--- config.mk ---
export PLATFORM = sky130hd
export DESIGN_NAME = shapool_serial_rx
export DESIGN_NICKNAME = d
export VERILOG_FILES = /design/src/rtl/shapool_serial_rx.sv
export SDC_FILE = /design/constraint.sdc
export NUM_CORES = 1
export LEC_CHECK = 0
export BUFFER_PORTS_ARGS = -buffer_cell sky130_fd_sc_hd__clkbuf_2
export CAP_MARGIN = 20
export CORE_UTILIZATION = 35
export CTS_BUF_LIST = sky130_fd_sc_hd__clkbuf_4 sky130_fd_sc_hd__clkbuf_8
export DETAILED_ROUTE_END_ITERATION = 10
export PLACE_DENSITY = 0.52
export SYNTH_ARGS = -nofsm -noshare
export SYNTH_HDL_FRONTEND = slang
export SYNTH_SLANG_ARGS = --single-unit
--- constraint.sdc ---
create_clock -name hwclk -period 3.7 [get_ports hwclk]
set_input_delay 0.74 -clock hwclk [delete_from_list [all_inputs] [get_ports hwclk]]
set_output_delay 0.74 -clock hwclk [all_outputs]
set_load 0.03 [all_outputs]
--- src/rtl/shapool_serial_rx.sv ---
// Serial job receiver: syncs host data_clk/data/daisy lines onto hwclk, assembles global+daisy words, length/parity-checks and commits them.
// Latency: a shift lands SYNC_STAGES+1 hwclk after a data_clk rise; a frame commits SYNC_STAGES+2 hwclk after daisy_sel falls.
// Backpressure: load_valid holds until load_ready; a good frame arriving while blocked is dropped and sets overrun. Parity option: SHAPOOL_SERIAL_RX_PARITY_EN.
module shapool_serial_rx #(
  parameter int GLOBAL_WIDTH = 352,
  parameter int DAISY_WIDTH  = 8,
  parameter int SYNC_STAGES  = 2
) (
  input  logic                    hwclk,
  input  logic                    reset_in,
  input  logic                    data_clk,
  input  logic                    data_in,
  input  logic                    daisy_sel,
  input  logic                    daisy_in,
  output logic                    daisy_out,
  output logic [GLOBAL_WIDTH-1:0] global_word,
  output logic [DAISY_WIDTH-1:0]  daisy_word,
  output logic                    load_valid,
  input  logic                    load_ready,
  output logic                    frame_error,
  output logic                    overrun
);

  localparam int SS = (SYNC_STAGES < 2) ? 2 : SYNC_STAGES;
`ifdef SHAPOOL_SERIAL_RX_PARITY_EN
  localparam int PAR_W = 1;
`else
  localparam int PAR_W = 0;
`endif
  localparam int SH_W  = GLOBAL_WIDTH + PAR_W;
  localparam int CNT_W = $clog2(GLOBAL_WIDTH + 2);
  localparam logic [CNT_W-1:0] CNT_SAT = CNT_W'(GLOBAL_WIDTH + 1);
  localparam logic [CNT_W-1:0] REQ_LEN = CNT_W'(SH_W);

  typedef enum logic [1:0] {
    IDLE   = 2'd0,
    SHIFT  = 2'd1,
    COMMIT = 2'd2
  } state_t;

  state_t state_q, state_d;

  logic [SS-1:0][3:0] sync_q;
  logic clk_s, dat_s, sel_s, din_s;
  logic clk_prev, sel_prev;
  logic shift_en, sel_fall, shift_glb, shift_dsy;

  logic [SH_W-1:0]        g_sh;
  logic [DAISY_WIDTH-1:0] d_sh;
  logic [CNT_W-1:0]       bit_cnt;
  logic [GLOBAL_WIDTH-1:0] g_data;
  logic parity_ok, commit, len_ok, frame_ok, blocked;

  // Index 0 is the newest sample; the oldest stage feeds the edge detectors.
  assign {clk_s, dat_s, sel_s, din_s} = sync_q[SS-1];

  always_ff @(posedge hwclk or negedge reset_in) begin
    if (!reset_in) begin
      sync_q   <= '0;
      clk_prev <= 1'b0;
      sel_prev <= 1'b0;
    end else begin
      sync_q   <= {sync_q[SS-2:0], {data_clk, data_in, daisy_sel, daisy_in}};
      clk_prev <= clk_s;
      sel_prev <= sel_s;
    end
  end

  // Shift phase comes from the pre-edge daisy_sel, so a coincident sel fall still lands a daisy bit.
  assign shift_en  = clk_s & ~clk_prev;
  assign sel_fall  = ~sel_s & sel_prev;
  assign shift_glb = shift_en & ~sel_prev;
  assign shift_dsy = shift_en & sel_prev;

  always_ff @(posedge hwclk or negedge reset_in) begin
    if (!reset_in) begin
      g_sh    <= '0;
      d_sh    <= '0;
      bit_cnt <= '0;
    end else begin
      if (shift_glb) g_sh <= {g_sh[SH_W-2:0], dat_s};
      if (shift_dsy) d_sh <= {d_sh[DAISY_WIDTH-2:0], din_s};
      if (state_q == COMMIT) begin
        bit_cnt <= '0;
      end else if (shift_glb && (bit_cnt != CNT_SAT)) begin
        bit_cnt <= bit_cnt + 1'b1;
      end
    end
  end

`ifdef SHAPOOL_SERIAL_RX_PARITY_EN
  // Even parity over data plus the trailing parity bit, which sits at the LSB.
  assign parity_ok = ~^g_sh;
  assign g_data    = g_sh[SH_W-1:1];
`else
  assign parity_ok = 1'b1;
  assign g_data    = g_sh;
`endif

  always_ff @(posedge hwclk or negedge reset_in) begin
    if (!reset_in) state_q <= IDLE;
    else           state_q <= state_d;
  end

  always_comb begin
    state_d = state_q;
    case (state_q)
      IDLE:    if (shift_en) state_d = sel_fall ? COMMIT : SHIFT;
      SHIFT:   if (sel_fall) state_d = COMMIT;
      COMMIT:  state_d = IDLE;
      default: state_d = IDLE;
    endcase
  end

  assign commit   = (state_q == COMMIT);
  assign len_ok   = (bit_cnt == REQ_LEN) && parity_ok;
  assign frame_ok = commit && len_ok;
  assign blocked  = load_valid && !load_ready;

  always_ff @(posedge hwclk or negedge reset_in) begin
    if (!reset_in) begin
      global_word <= '0;
      daisy_word  <= '0;
      load_valid  <= 1'b0;
      frame_error <= 1'b0;
      overrun     <= 1'b0;
      daisy_out   <= 1'b0;
    end else begin
      daisy_out <= d_sh[DAISY_WIDTH-1];
      if (frame_ok && !blocked) begin
        global_word <= g_data;
        daisy_word  <= d_sh;
        load_valid  <= 1'b1;
      end else if (load_valid && load_ready) begin
        load_valid  <= 1'b0;
      end
      if (frame_ok && blocked)  overrun     <= 1'b1;
      if (commit && !len_ok)    frame_error <= 1'b1;
    end
  end

endmodule

; ---- Yosys cells after proc, flatten, opt, wreduce, memory -nomap -nowiden
; Index checks and enable logic that the tools add are counted.
[classes]
add_sub_neg = 1
eq_ne = 6
mux = 8
bitwise_logic = 7
n_reduce_logical = 14
[ops]
columns = op, count
row1 = 2-to-1 mux 9 bit, 2
row2 = "adder 9 x 1 -> 9 bit, second input constant", 1
row3 = "equality test 9 bit, second input constant", 1
row4 = "inequality test 9 bit, second input constant", 1
row5 = logical AND 1 bit, 7
row6 = 2-to-1 mux 2 bit, 3
row7 = bitwise AND 1 bit, 4
row8 = "inequality test 2 bit, second input constant", 2
row9 = case mux 2 bit (2 select lines), 1
row10 = nonzero test 2 bit, 2
row11 = logical NOT 1 bit, 3
row12 = NOT 1 bit, 3
row13 = "equality test 2 x 1 -> 1 bit, second input constant", 1
row14 = "equality test 2 bit, second input constant", 1
row15 = logical NOT 2 bit, 1
row16 = 2-to-1 mux 1 bit, 2
row17 = AND reduction 2 bit, 1
[word_totals]
regBits = 745
inputBits = 7
output_inout_bits = 364
wordCells = 50

; ---- Logic depth before layout (Yosys ltp)
; Gate-level depths: netlist of the first run.
[logic_depth]
ltp_word = 6
mapped_depth = 7
mapped_depth_nobuf = 5

; ---- Worst setup path after synthesis of the first run
; Ideal clock, no wire load.
[synth_timing]
path_kind = in2reg
from = input load_ready
to = register global_word[100]
setup_time_ps = 128
arrival_ps = 1748
required_time_ps = 3572
setup_slack_ps = 1824
path_stages = 5
n_path_buf = 2
path_cell_list = nand2b_1 nand4_2 buf_4 buf_6 mux2_1
[synth_via]
elab_chain_len = 4
[synth_rtl]
columns = item, line
row1 = "start, declared", 19  ; input logic load_ready,
row2 = logical NOT 1 bit, 118  ; assign blocked = load_valid && !load_ready;
row3 = logical AND 1 bit, 118
row4 = logical NOT 1 bit, 130  ; if (frame_ok && !blocked) begin
row5 = logical AND 1 bit, 130
row6 = "end signal, assigned", 131  ; global_word <= g_data;
row7 = "end, declared", 16  ; output logic [GLOBAL_WIDTH-1:0] global_word,
; No other way between the ends.
; A chain may end at the register's enable or synchronous reset.

; ---- Worst setup path in the final report of the first run
[layout_timing]
from = register state_q[0]
to = register global_word[131]
[layout_via]
elab_chain_len = 3
[layout_rtl]
columns = item, line
row1 = "start, declared", 41  ; state_t state_q, state_d;
row2 = "start signal, assigned", 102  ; else state_q <= state_d;
row3 = equality test 2 bit, 115  ; assign commit = (state_q == COMMIT);
row4 = logical AND 1 bit, 117  ; assign frame_ok = commit && len_ok;
row5 = logical AND 1 bit, 130
; No other way between the ends.

==> results of run 1 <==
==> final timing paths <==
| path | end | from |
|---|---|---|
| worst max-delay path | global_word[131]$_DFFE_PN0P_ | state_q[0]$_DFFE_PN0P_ |
| worst min-delay path | sync_q[0]$_DFF_PN0_ | daisy_in |
| worst max register to register | global_word[131]$_DFFE_PN0P_ | state_q[0]$_DFFE_PN0P_ |
| worst min register to register | clk_s$_DFF_PN0_ | sync_q[3]$_DFF_PN0_ |
| max in group asynchronous | global_word[249]$_DFFE_PN0P_ | reset_in |
| min in group asynchronous | g_data[84]$_DFFE_PN0P_ | reset_in |
==> registers in the layout, indices dropped and copies added, names as in the netlist, 2 cells and up <==
| signal | cells |
|---|---|
| d_sh | 8 |
| state_q | 2 |
| global_word | 352 |
| bit_cnt | 9 |
| g_data | 352 |
| sync_q | 4 |
| daisy_word | 8 |
==> worst max-delay path, stage by stage (launching register included) <==
cell,delay (ns)
dfrtp_1,0.38
nor2b_1,0.60
nand4_4,0.48
buf_12,0.35
mux2_1,0.44
==> metal layers <==
metal | routed length, um | global-route usage, % | up-vias
met4 | 1210 | 5.24 | 0
met5 | 0 | 0 | -
met1 | 24200 | 17.8 | 7680
met2 | 26400 | 22.3 | 329
met3 | 3810 | 5.12 | 88
li1 | - | - | 6626
==> synth_stat cells (all sizes together) <==
master	number	share of area, %
a21oi	8	0.14
a31o	1	0.032
a31oi	1	0.023
and3	1	0.023
and4bb	2	0.090
buf	75	2.1
clkbuf	6	0.081
dfrtp	745	67
ha	3	0.14
inv	3	0.041
mux2	720	29
mux2i	2	0.072
nand2	9	0.12
nand2b	2	0.045
nand3	1	0.018
nand4	4	0.11
nand4bb	2	0.081
nor2	1	0.014
nor2b	2	0.045
nor3b	2	0.054
o21ai	3	0.054
o21bai	2	0.054
o31ai	3	0.081
or2	1	0.023
or3	3	0.068
or3b	1	0.032
or4	3	0.081
==> layout make-up <==
cell class	instances	area (um2)	area share, %
clock inverters	18	201	0.600
diodes	2	5.00	0.0149
multi-input cells	777	8510	25.4
flip-flops and latches	745	18600	55.6
well taps	1040	1300	3.88
inverters	3	11.3	0.0336
clock buffers	208	2590	7.73
repair buffers	399	2280	6.80
==> timing repair <==
action / 4_1_cts / 5_1_grt
endpoints found under the hold margin: 47 / 0
setup endpoints to repair: 0 / 0
hold buffers: 1 / 0
==> power by group through the flow <==
stage	sequential [mW]	clock [mW]	combinational [mW]
floorplan	8.47	0	0.222
detailed placement	8.49	0	0.475
global placement	8.48	0	0.459
global route	8.35	8.62	0.521
CTS	8.34	8.25	0.477
finish	8.34	7.88	0.454
==> through the flow <==
step	utilization [%]	setup slack, ns
floorplan	-	1.82
global placement	39.4	1.17
detailed placement	39.4	1.14
CTS	43.0	1.13
global route	43.0	0.935
finish	43.0	1.13
==> cells by family (layout without fill, tap and decap cells) <==
logic type / Yosys count / in the layout / share of synthesized area, %
other: 0 / 2 / 0
adder cells (fa/ha/maj): 3 / 3 / 0.135
flip-flops: 745 / 745 / 67.2
AO/OA/AOI/OAI: 18 / 18 / 0.388
multiplexers: 722 / 722 / 29.3
AND/OR/NAND/NOR: 34 / 34 / 0.807
buffers and inverters: 84 / 628 / 2.18
==> impl_metrics.csv, run 1 <==
group,metric,value,unit
worst_setup_path,required,4.30,ns
detailed_routing,drtAntennaViolNets,0,
worst_setup_path,path_class,"flop to flop",
timing,rsz0062_at_grt,"no",
floorplanning,die_area,80400,um2
timing,setup_viol_count_final,0,
placed_design,dp.cells,2963,
global_route,grt_max_degree,105,
final_layout,final_cell_mix,"dfrtp_1 (745), mux2_1 (402), clkbuf_2 (369)",
power,sw_frac_of_total,22.6,%
power,comb_power_share,2.7,%
floorplanning,ioPinCount,371,
floorplanning,coreArea,78000,um2
logic_synthesis,netlist_area,27700,um2
power,vdd_drop_max,0.268,mV
global_route,grt_pass1_vias,16100,
timing,holdWs,0.112,ns
worst_setup_path,regToRegSetupSlack,1.13,ns
timing,finalHoldViolCount,0,
cts,cts_setup_buffers,0,
detailed_routing,wl_per_cell,17.4,um
logic_synthesis,yosysWarnings,0,
floorplanning,initial_core_util,35.6,%
power,p_total,16.7,mW
detailed_routing,drt_pre_antenna_iters,4,
global_route,antenna_found_initial,1,
global_route,grt_pass1_wl,91000,um
final_layout,drive_gt1_share,44.0,%
logic_synthesis,avgSynthCellArea,17.3,um2
floorplanning,die-width,284,um
timing,fin_skew,0.0296,ns
cts,clkLatencyLatePin,0.75,ns
cts,h-tree-depth,4,
timing,timing.fmax,389,MHz
logic_synthesis,synth-seq-cells,745,
status,outcome,"finished clean",
global_route,overflow,0,
detailed_routing,vias_per_cell,4.61,
detailed_routing,drtIter0Drc,482,
power,power.density,497,nW/um2
final_layout,stdcell_count,3192,
power,p_seq_share,50.0,%
final_layout,fillCellCount,7153,
power,p_leak,18.5,nW
cts,cts_sinks,745,
placed_design,placed_area,30700,um2
timing,period_needed,2.57,ns
min_path,hold_path_class,"input port to flop",
placed_design,routabilityCongestion,0.736,
cts,clk_pin_slew,0.05,ns
placed_design,port_buffers,370,
placed_design,place_hpwl,35800,um
global_route,grt_use_total,14.1,%
timing,worst_pin_slew,0.756,ns
run,drv_cap,0,
floorplanning,die_y,284,um
worst_setup_path,crit_fanout,86,
worst_setup_path,start_kind,"flop",
cts,cts-root-buf,"clkbuf_8",
timing,post-route-period-util,69.4,%
detailed_routing,totalWireLength,55600,um
cts,cts-buffers-inserted,130,
worst_setup_path,r2r_cells,4,
detailed_routing,post-route-drc-count,0,
floorplanning,row_count,102,
power,p_clk_share,47.2,%
logic_synthesis,syn_inst,1606,
power,power.switching,3.77,mW
worst_setup_path,endpoint_kind,"flop",
logic_synthesis,seq_area_frac_synth,67.2,%
logic_synthesis,synth_fp_nets,1616,
cts,cts_resized,0,
detailed_routing,via_count,14700,
timing,relSlewSlack,49.5,%
timing,tns,0,ns
worst_setup_path,crit_arrival,3.17,ns
min_path,holdPathStages,1,
final_layout,final_common_cell,"dfrtp_1",
cts,cts_tree,"done",
final_layout,final_nets,2066,
logic_synthesis,synth.distinct_cells,32,
cts,clockBufferDepth,3,
final_layout,areaGrowthSynthToFinish,20.9,%
timing,final-max-slew-violation-count,0,
final_layout,final_area,33500,um2
power,intPower,12.9,mW
(Power assumes the default switching activity.)
==> inputs of run 2 (changes only) <==
PLACE_DENSITY = 0.54   (was 0.52)
clock period = 2.1 ns   (was 3.7 ns; I/O delays follow)
==> run 2 against run 1 <==
Maximum frequency rose by 29%. Clock power rose by 76%. Non-clock buffer count grew 40. Sequential share of layout area fell by 0.83 points. Register-to-register slack worse by 1.0 ns. Die area is the same. Clock skew up 0.0022 ns. Design area increased by 1.5%. Largest cell class unchanged. Combinational power rose by 100%. Highest routed layer unchanged.
==> impl_metrics.csv, run 2 (synthesis gave the netlist of run 1 again) <==
group,metric,value,unit
status,outcome,"finished clean",
timing,post-route-period-util,94.7,%
cts,clk_pin_slew,0.06,ns
timing,finalHoldViolCount,0,
worst_setup_path,start_kind,"flop",
detailed_routing,highest_layer,"met4",
worst_setup_path,r2r_start,"bit_cnt[1]$_DFFE_PN0P_",
floorplanning,die_area,80400,um2
cts,cts-root-buf,"clkbuf_8",
worst_setup_path,reg2reg_to,"global_word[4]$_DFFE_PN0P_",
floorplanning,initial_core_util,35.6,%
detailed_routing,drt_pre_antenna_iters,4,
cts,clkLatencyLatePin,0.74,ns
final_layout,final_common_cell,"dfrtp_1",
timing,holdWs,0.135,ns
global_route,grt_pass1_wl,94100,um
cts,clockBufferDepth,3,
final_layout,fillCellCount,7064,
detailed_routing,via_count,14900,
detailed_routing,totalWireLength,57500,um
global_route,grt_use_total,14.7,%
placed_design,placed_area,31200,um2
power,power.density,866,nW/um2
global_route,antenna_found_initial,1,
placed_design,dp.cells,2999,
cts,holdBufCountCts,5,
placed_design,port_buffers,370,
min_path,hold_path_class,"input port to flop",
worst_setup_path,regToRegSetupSlack,0.11,ns
timing,rsz0062_at_grt,"no",
power,power.switching,6.60,mW
detailed_routing,wl_met2,27100,um
timing,fin_skew,0.0318,ns
timing,timing.fmax,503,MHz
worst_setup_path,required,2.71,ns
power,intPower,22.9,mW
timing,tns,0,ns
final_layout,drive_gt1_share,44.9,%
detailed_routing,drtAntennaViolNets,0,
cts,cts-buffers-inserted,134,
worst_setup_path,endpoint_kind,"flop",
final_layout,final_area,34100,um2
detailed_routing,drtIter0Drc,506,
timing,worst_pin_slew,0.452,ns
detailed_routing,vias_per_cell,4.62,
worst_setup_path,path_class,"flop to flop",
detailed_routing,wl_met1,24500,um
worst_setup_path,crit_fanout,35,
global_route,grt_max_degree,80,
global_route,grt_pass1_vias,16400,
power,comb_power_share,3.1,%
run,drv_cap,0,
power,p_clk_share,47.1,%
floorplanning,ioPinCount,371,
final_layout,stdcell_count,3230,
placed_design,routabilityCongestion,0.747,
final_layout,areaGrowthSynthToFinish,22.7,%
cts,cts_setup_buffers,0,
floorplanning,row_count,102,
power,vdd_drop_max,0.404,mV
power,p_seq_share,49.8,%
cts,h-tree-depth,4,
global_route,overflow,0,
cts,cts_sinks,745,
floorplanning,die-width,284,um
timing,period_needed,1.99,ns
min_path,holdCritStartpoint,"load_ready",
min_path,holdPathStages,3,
floorplanning,die_y,284,um
timing,setup_viol_count_final,0,
final_layout,multi_input_area,8510,um2
cts,cts_tree,"done",
final_layout,final_nets,2110,
worst_setup_path,r2r_cells,7,
cts,cts_resized,0,
min_path,holdPathEnd,"load_valid$_DFFE_PN0P_",
final_layout,final_cell_mix,"dfrtp_1 (745), mux2_1 (402), clkbuf_2 (369)",
placed_design,place_hpwl,38500,um
worst_setup_path,crit_arrival,2.59,ns
floorplanning,coreArea,78000,um2
power,sw_frac_of_total,22.4,%
final_layout,antenna_cells,0,
final_layout,seqCellArea,18600,um2
detailed_routing,wl_per_cell,17.8,um
timing,final-max-slew-violation-count,0,
power,p_leak,18.7,nW
detailed_routing,met3WireLength,4430,um
detailed_routing,post-route-drc-count,0,
power,p_total,29.5,mW
timing,relSlewSlack,69.8,%
run 2: worst max-delay path: stages (launching register included):
cell and delay (ns):
dfrtp_1 0.39, inv_1 0.08, ha_1 0.19, and4bb_1 0.23, nand4_4 0.14, buf_12 0.20
buf_12 0.24, mux2_2 0.36
run 2: power groups by stage:
stage          sequential, mW  clock (mW)  combinational, mW
2_1_floorplan            14.9           0              0.392
3_3_place_gp             14.9           0              0.916
6_report                 14.7        13.9              0.911
3_5_place_dp             14.9           0              0.939
4_1_cts                  14.7        14.5              0.950
5_1_grt                  14.7        15.1               1.03
run 2: layer usage:
metal | vias to the layer above | global-route usage, %
li1 | 6711 | -
met1 | 7771 | 18.4
met2 | 341 | 22.9
met3 | 105 | 5.68
met4 | 0 | 5.62
met5 | - | 0
run 2: layout make-up:
cell class	instances	area share, %
Sequential cell	745	54.7
Multi-Input combinational cell	777	25.0
Timing Repair Buffer	439	8.24
Clock buffer	207	7.61
Tap cell	1040	3.82
Clock inverter	19	0.562
Inverter	3	0.0331
run 2: how the worst max path moves through the flow:
stage	startpoint	to	slack (ns)	cells after the start
global route	bit_cnt[1]$_DFFE_PN0P_	global_word[351]$_DFFE_PN0P_	0.003	7
detailed placement	bit_cnt[1]$_DFFE_PN0P_	global_word[8]$_DFFE_PN0P_	0.09	7
finish	bit_cnt[1]$_DFFE_PN0P_	global_word[4]$_DFFE_PN0P_	0.11	7
global placement	bit_cnt[1]$_DFFE_PN0P_	global_word[18]$_DFFE_PN0P_	0.13	7
floorplan	bit_cnt[0]$_DFFE_PN0P_	global_word[100]$_DFFE_PN0P_	0.29	7
CTS	bit_cnt[1]$_DFFE_PN0P_	global_word[5]$_DFFE_PN0P_	0.08	7
run 2: metrics by stage:
stage	worst slack [ns]	util (%)
after floorplan	0.295	-
after global placement	0.132	40.0
after detailed placement	0.0913	40.0
after CTS	0.0834	43.7
after global routing	0.00275	43.7
final	0.111	43.7
==> inputs of run 3 (changes only) <==
REMOVE_ABC_BUFFERS = 1   (was unset)
==> run 3 against run 2 <==
Worst hold slack worse by 0.016 ns. Largest cell class unchanged. Total power down 2.3%. Sequential power about the same.
==> impl_metrics.csv, run 3 (synthesis gave the netlist of run 1 again) <==
group,metric,value,unit
status,outcome,"finished clean",
detailed_routing,drtAntennaViolNets,0,
detailed_routing,wl_per_cell,18.3,um
placed_design,port_buffers,370,
floorplanning,row_count,102,
timing,post-route-period-util,96.4,%
global_route,grt_pass1_vias,16100,
timing,finalHoldViolCount,0,
timing,layout_setup_ws,0.0758,ns
min_path,holdCritStartpoint,"load_ready",
global_route,overflow,0,
final_layout,drive_gt1_share,45.5,%
min_path,holdPathEnd,"load_valid$_DFFE_PN0P_",
min_path,holdPathStages,3,
cts,cts-buffers-inserted,120,
timing,timing.fmax,494,MHz
timing,setup_viol_count_final,0,
placed_design,dp_slack,0.0608,ns
final_layout,areaGrowthSynthToFinish,23.7,%
worst_setup_path,start_kind,"flop",
placed_design,routabilityCongestion,0.740,
cts,clkLatencyLatePin,0.71,ns
cts,clockBufferDepth,3,
timing,final-max-slew-violation-count,0,
final_layout,final_area,34300,um2
worst_setup_path,path_class,"flop to flop",
cts,cts_tree,"done",
cts,h-tree-depth,3,
timing,tns,0,ns
worst_setup_path,crit_fanout,9,
timing,worst_pin_slew,0.486,ns
power,sw_frac_of_total,22.0,%
detailed_routing,totalWireLength,59300,um
cts,clk_pin_slew,0.06,ns
worst_setup_path,r2r_start,"bit_cnt[0]$_DFFE_PN0P_",
worst_setup_path,endpoint_kind,"flop",
floorplanning,die-width,284,um
detailed_routing,drtIter0Drc,546,
floorplanning,coreArea,78000,um2
worst_setup_path,crit_arrival,2.59,ns
global_route,antenna_found_initial,2,
floorplanning,die_area,80400,um2
power,vdd_drop_max,0.528,mV
power,p_seq_share,51.0,%
power,comb_power_share,3.4,%
min_path,hold_path_class,"input port to flop",
worst_setup_path,crit_start,"bit_cnt[0]$_DFFE_PN0P_",
timing,relSlewSlack,67.6,%
run,drv_cap,0,
floorplanning,ioPinCount,371,
floorplanning,initial_core_util,35.6,%
global_route,grt_use_total,14.5,%
power,intPower,22.5,mW
worst_setup_path,regToRegSetupSlack,0.08,ns
timing,period_needed,2.02,ns
power,p_leak,18.9,nW
final_layout,antenna_cells,0,
timing,holdWs,0.119,ns
detailed_routing,post-route-drc-count,0,
global_route,grt_max_degree,79,
power,power.density,839,nW/um2
power,p_clk_share,45.7,%
timing,fin_skew,0.0414,ns
floorplanning,die_y,284,um
detailed_routing,vias_per_cell,4.64,
detailed_routing,via_count,15100,
final_layout,stdcell_count,3246,
final_layout,final_cell_mix,"dfrtp_1 (745), mux2_1 (402), clkbuf_2 (369)",
power,power.switching,6.34,mW
final_layout,final_nets,2119,
placed_design,place_hpwl,39000,um
final_layout,final_common_cell,"dfrtp_1",
timing,rsz0062_at_grt,"no",
worst_setup_path,reg2reg_to,"global_word[110]$_DFFE_PN0P_",
worst_setup_path,r2r_cells,8,
placed_design,placed_area,31200,um2
detailed_routing,drt_pre_antenna_iters,4,
cts,cts-root-buf,"clkbuf_8",
global_route,grt_pass1_wl,93500,um
worst_setup_path,required,2.67,ns
cts,cts_sinks,745,
placed_design,dp.cells,3004,
run 3: timing repair:
action                                 in CTS  in global routing
setup endpoints to repair                   0                193
resized for setup                           0                 16
endpoints found under the hold margin     277                  0
hold buffers                                5                  0
setup buffers                               0                  6
run 3: worst max path at each step:
| stage | to | slack, ns |
|---|---|---|
| after global routing | global_word[119]$_DFFE_PN0P_ | 0.02 |
| after CTS | global_word[225]$_DFFE_PN0P_ | 0.002 |
| after floorplan | global_word[100]$_DFFE_PN0P_ | -7.70 |
| after detailed placement | global_word[50]$_DFFE_PN0P_ | 0.06 |
| after global placement | global_word[50]$_DFFE_PN0P_ | 0.07 |
| final | global_word[110]$_DFFE_PN0P_ | 0.08 |
run 3: worst max-delay path, stage by stage (launching register included):
cell,delay [ns]
dfrtp_1,0.39
inv_2,0.08
ha_4,0.13
and4bb_2,0.26
nand4_4,0.11
buf_12,0.18
clkbuf_16,0.21
clkbuf_16,0.19
mux2_1,0.31
run 3: final cells by class:
cell class                 instances  area (um2)
sequential                       745       18600
fill                            7019       43700
multi-input combinational        777        8520
timing repair buffer             462        3230
inverter                           3        11.3
clock inverter                    16         150
tap                             1040        1300
clock buffer                     203        2470
run 3: power groups by stage:
stage / logic (mW) / registers [mW] / clock network (mW)
CTS: 0.957 / 14.7 / 13.7
finish: 0.970 / 14.7 / 13.2
global route: 1.10 / 14.7 / 14.4
detailed placement: 0.949 / 14.9 / 0
global placement: 0.926 / 14.9 / 0
floorplan: 0.440 / 14.9 / 0
run 3: through the flow:
step / util, % / total power [mW]
after floorplan: - / 15.4
after global placement: 40.1 / 15.9
after detailed placement: 40.1 / 15.9
after CTS: 43.5 / 29.3
after global routing: 44.0 / 30.2
final: 44.0 / 28.8
run 3: routing by layer:
layer	wire length (um)	vias to the layer above	track usage [%]	share of wire (%)
met5	0	-	0	0
met4	1420	0	4.68	2.4
met3	3130	106	4.06	5.3
met2	28000	333	22.8	47
met1	26700	7884	19.2	45
li1	-	6748	-	-
